`src/rtl/serial_sub_ctrl_pkg.sv`:
```
// Shared ALU definitions for the bit-serial subtractor: state encodings,
// the FSM state type and the default operand width.
package serial_sub_ctrl_pkg;

    localparam int DEFAULT_WIDTH = 4;

    localparam logic [1:0] ST_IDLE = 2'd0;
    localparam logic [1:0] ST_RUN  = 2'd1;
    localparam logic [1:0] ST_DONE = 2'd2;

    // Encoding 2'd3 is unused; the FSM recovers from it to IDLE on the next edge.
    typedef enum logic [1:0] {
        IDLE = ST_IDLE,
        RUN  = ST_RUN,
        DONE = ST_DONE
    } state_e;

endpackage

```
`src/rtl/serial_sub_ctrl_cell.sv`:
```
// One-bit full subtractor built from gate primitives:
// d = x ^ y ^ bin, bout = (~x & y) | (~(x ^ y) & bin).
module sub_bit_cell (
    output logic bout,
    output logic d,
    input  logic x,
    input  logic y,
    input  logic bin
);

    logic x_xor_y;
    logic x_n;
    logic x_xnor_y;
    logic term_a;
    logic term_b;

    xor g_xy   (x_xor_y, x, y);
    xor g_d    (d, x_xor_y, bin);
    not g_xn   (x_n, x);
    not g_xnor (x_xnor_y, x_xor_y);
    and g_ta   (term_a, x_n, y);
    and g_tb   (term_b, x_xnor_y, bin);
    or  g_bout (bout, term_a, term_b);

endmodule

```
`src/rtl/serial_sub_ctrl.sv`:
```
// Bit-serial A - B controller: shifts one operand bit pair per cycle, LSB
// first, through a single sub_bit_cell with a registered borrow chain.
module serial_sub_ctrl
    import serial_sub_ctrl_pkg::*;
#(
    parameter int WIDTH = DEFAULT_WIDTH
) (
    input  logic             clock,
    input  logic             reset,
    input  logic             start,
    input  logic [WIDTH-1:0] a,
    input  logic [WIDTH-1:0] b,
    output logic             busy,
    output logic             done,
    output logic [WIDTH:0]   diff,
    output logic             borrow
);

    localparam int CW = $clog2(WIDTH + 1);
    localparam logic [CW-1:0] LAST_BIT = CW'(WIDTH - 1);

    state_e           state_q, state_d;
    logic [WIDTH-1:0] sa_q, sa_d;
    logic [WIDTH-1:0] sb_q, sb_d;
    logic [WIDTH-1:0] res_q, res_d;
    logic [CW-1:0]    cnt_q, cnt_d;
    logic             bflop_q, bflop_d;
    logic             busy_q, busy_d;
    logic             done_q, done_d;
    logic [WIDTH:0]   diff_q, diff_d;

    logic cell_d;
    logic cell_bout;

    sub_bit_cell u_cell (
        .bout (cell_bout),
        .d    (cell_d),
        .x    (sa_q[0]),
        .y    (sb_q[0]),
        .bin  (bflop_q)
    );

    always_comb begin
        state_d = state_q;
        sa_d    = sa_q;
        sb_d    = sb_q;
        res_d   = res_q;
        cnt_d   = cnt_q;
        bflop_d = bflop_q;
        diff_d  = diff_q;

        case (state_q)
            IDLE: begin
                if (start) begin
                    state_d = RUN;
                    sa_d    = a;
                    sb_d    = b;
                    bflop_d = 1'b0;
                    cnt_d   = '0;
                end
            end
            RUN: begin
                res_d   = {cell_d, res_q[WIDTH-1:1]};
                bflop_d = cell_bout;
                sa_d    = sa_q >> 1;
                sb_d    = sb_q >> 1;
                cnt_d   = cnt_q + CW'(1);
                // The final bit goes straight into diff so it is valid with done.
                if (cnt_q == LAST_BIT) begin
                    state_d = DONE;
                    diff_d  = {cell_bout, cell_d, res_q[WIDTH-1:1]};
                end
            end
            DONE: begin
                state_d = IDLE;
            end
            default: begin
                state_d = IDLE;
            end
        endcase

        busy_d = (state_d != IDLE);
        done_d = (state_d == DONE);
    end

    always_ff @(posedge clock) begin
        if (reset) begin
            state_q <= IDLE;
            sa_q    <= '0;
            sb_q    <= '0;
            res_q   <= '0;
            cnt_q   <= '0;
            bflop_q <= 1'b0;
            busy_q  <= 1'b0;
            done_q  <= 1'b0;
            diff_q  <= '0;
        end else begin
            state_q <= state_d;
            sa_q    <= sa_d;
            sb_q    <= sb_d;
            res_q   <= res_d;
            cnt_q   <= cnt_d;
            bflop_q <= bflop_d;
            busy_q  <= busy_d;
            done_q  <= done_d;
            diff_q  <= diff_d;
        end
    end

    assign busy   = busy_q;
    assign done   = done_q;
    assign diff   = diff_q;
    assign borrow = diff_q[WIDTH];

endmodule

```
`config.mk`:
```
export PLATFORM = sky130hd
export DESIGN_NAME = serial_sub_ctrl
export DESIGN_NICKNAME = d
export VERILOG_FILES = /design/src/rtl/serial_sub_ctrl_pkg.sv /design/src/rtl/serial_sub_ctrl_cell.sv /design/src/rtl/serial_sub_ctrl.sv
export SDC_FILE = /design/constraint.sdc
export NUM_CORES = 1
export LEC_CHECK = 0
export BUFFER_PORTS_ARGS = -buffer_cell sky130_fd_sc_hd__buf_4
export CAP_MARGIN = 20
export CORE_ASPECT_RATIO = 1.4
export CORE_UTILIZATION = 52
export DETAILED_ROUTE_END_ITERATION = 16
export GPL_TIMING_DRIVEN = 1
export PLACE_DENSITY = 0.79
export SLEW_MARGIN = 0
export SYNTH_ARGS = -nofsm -noshare
export SYNTH_HDL_FRONTEND = slang
export SYNTH_SLANG_ARGS = --single-unit
```
`constraint.sdc`:
```
create_clock -name clock -period 1.6 [get_ports clock]
set_input_delay 0.08 -clock clock [delete_from_list [all_inputs] [get_ports clock]]
set_output_delay 0.08 -clock clock [all_outputs]
set_load 0.01 [all_outputs]
```
==> flow_summary_export.csv <==
group,metric,value,unit
status,outcome,"finished, final reports clean",
hold_path,min_path_type,"input port to register",
route,vias,731,
clock_network,clk_latency,300,ps
synthesis,ys_async_sr_fraction,0,%
die,start_util,55.4,%
placement,place_congestion,0.721,
timing,setup-tns-final,0,ps
global_route,grt_pass1_vias,643,
worst_setup_path,reg2reg_to,"diff[1]",
cells_and_area,nets,130,
hold_path,min_to,"sa_q[3]",
global_route,grt_max_degree,25,
clock_network,cts_hold_buf,0,
synthesis,yosys.area_share.simple,15.0,%
synthesis,synth_top_family_by_area,"compound AO/OA/AOI/OAI gates",
synthesis,synth_compound_area_share,16.5,%
die,row_count,18,
synthesis,syn_nets,112,
route,antenna_left,0,
clock_network,clk_pin_slew_worst_paths,120,ps
timing,worstMarginPinSlew,322,ps
timing,rsz0062_at_grt,"false",
route,drc,0,
clock_network,clock-sinks,24,
clock_network,clockRootBuffer,"clkbuf_4",
synthesis,synthCells,98,
synthesis,yosys_warnings,0,
clock_network,ctsLongestPathBuffers,2,
timing,max_slew_margin,78.5,%
worst_setup_path,cp.required,1800,ps
synthesis,synth-seq-cells,24,
clock_network,cts_tree,"done",
clock_network,cts_buffers,3,
worst_setup_path,crit_start,"cnt_q[0]",
synthesis,syn_area_per_cell,9.93,um2
timing,slew_violations,0,
worst_setup_path,end_kind,"register",
synthesis,synth_fa_ha_area_share,4.63,%
route,wirelength,1620,um
timing,setup_slack,224,ps
die,coreArea,0.00176,mm2
placement,dpl.hpwl,1200,um
cells_and_area,final_cells,135,
cells_and_area,fill_cells,151,
synthesis,synth_mux_area_share,7.20,%
synthesis,synthDistinctLibCells,23,
clock_network,post_cts_buffers,0,
timing,setup-violations-final,0,
timing,hold_viol,0,
power,fin_total_pwr,1080,uW
clock_network,htreeDepth,1,
global_route,antenna_found_initial,0,
worst_setup_path,critPathKind,"register to register",
worst_setup_path,critPathArrivalTime,1570,ps
die,ioPinCount,19,
route,routedWlPerCell,12.0,um
worst_setup_path,worst-r2r-setup-slack,220,ps
global_route,grtUsageTotal,18.1,%
synthesis,synth_flop_cell,"dfxtp_1",
cells_and_area,n_antenna_cell,0,
cells_and_area,area_growth,16.3,%
hold_path,hold_start,"a[3]",
timing,fin_skew,2.46,ps
die,die_h,53.2,um
worst_setup_path,path_max_fanout,8,
placement,place_ws,232,ps
synthesis,yosysSeqAreaShare,49.4,%
die,die_w,38.6,um
synthesis,synthesis.area,973,um2
timing,post-route-min-period,1380,ps
flow_run,cap_viol_max_count,0,
hold_path,holdPathStages,3,
placement,io_buffers,18,
worst_setup_path,reg2reg_from,"cnt_q[0]",
global_route,grt_first_pass_wirelength,2620,um
synthesis,synth_xor_area_share,0,%
route,via_per_inst,5.41,
synthesis,synth-edff-count,0,
power,ir_drop,0.635,mV
cells_and_area,drive_gt1_share,24.3,%
route,firstDrtPassIters,4,
power,cellLeakagePower,0.000470,uW
power,power_density,950,mW/mm2
placement,dp_cells,131,
worst_setup_path,start_kind,"register",
die,die_area,0.00205,mm2
worst_setup_path,r2r_cells,5,
route,drt_iter0_markers,11,
timing,holdWs,11.0,ps
timing,fmax,0.727,GHz
clock_network,cts_resized,0,
timing,min_period_over_period,86.0,%
global_route,grt-ovfl-total,0,
[worst max path at each step]
| stage | end | slack, ps |
|---|---|---|
| 6_report | diff[1] | 220 |
| 5_1_grt | diff[4] | 20 |
| 4_1_cts | diff[1] | 210 |
| 3_5_place_dp | diff[1] | 230 |
| 3_3_place_gp | diff[4] | 300 |
| 2_1_floorplan | diff[4] | 370 |
[critical path, cell delays in order, from the launching register on]
cell,delay (ps)
dfxtp_1,390
ha_1,160
ha_1,300
nand3b_1,230
nand2_1,120
a21oi_1,70
[metal layers]
layer	vias to the layer above	wire, um	global-route usage [%]
li1	377	-	-
met1	336	700	19.9
met2	16	868	32.5
met3	2	43	2.52
met4	0	11	8.62
met5	-	0	0
[layout by cell type, fill, tap and decap left out, types with 3 or more instances in the layout]
master    count
dfxtp_1      24
buf_4        21
nor2_1       18
mux2i_1       7
a211oi_1      7
a22oi_1       5
a21oi_1       5
nand3_1       4
nand2_1       4
inv_1         3
clkbuf_4      3
[sequential cells by signal (all words and copies together) (netlist names)]
name     cells
sa_q         4
busy         1
state_q      2
diff         5
bflop_q      1
res_q        3
sb_q         4
cnt_q        3
done         1
[Yosys cell counts (all sizes together) (2+ instances only)]
master	instances	area [um2]
dfxtp	24	480
nor2	18	67.6
a211oi	8	65.1
mux2i	7	70.1
buf	6	52.6
a21oi	5	25.0
a22oi	5	37.5
nand2	4	15.0
nand3	4	20.0
inv	3	11.3
clkbuf	2	7.51
ha	2	25.0
nor3b	2	15.0
[power by group]
part,total (uW),switching (uW),internal [uW]
sequential,646,21.0,626
combinational,125,61.6,63.6
clock,304,165,139
total,1080,248,828
[cell families (layout without fill, tap and decap cells)]
| group | after synthesis | in the layout |
|---|---|---|
| simple gates | 32 | 32 |
| flops | 24 | 24 |
| compound gates | 21 | 21 |
| buf+inv | 11 | 28 |
| mux | 7 | 7 |
| fa+ha+maj | 3 | 3 |
[stage by stage]
step	area (um2)	util (%)
after global placement	1100	62.4
after floorplan	973	-
after global routing	1130	64.5
after CTS	1130	64.5
final	1130	64.5
after detailed placement	1100	62.4
[final cells by class]
cell class | count | area (um2) | share of cell area (%)
multi-input combinational | 63 | 422 | 37.2
tap | 20 | 25.0 | 2.21
inverter | 3 | 11.3 | 0.994
timing repair buffer | 21 | 158 | 13.9
sequential | 24 | 480 | 42.4
clock buffer | 4 | 36.3 | 3.20
(Power assumes the default switching activity.)
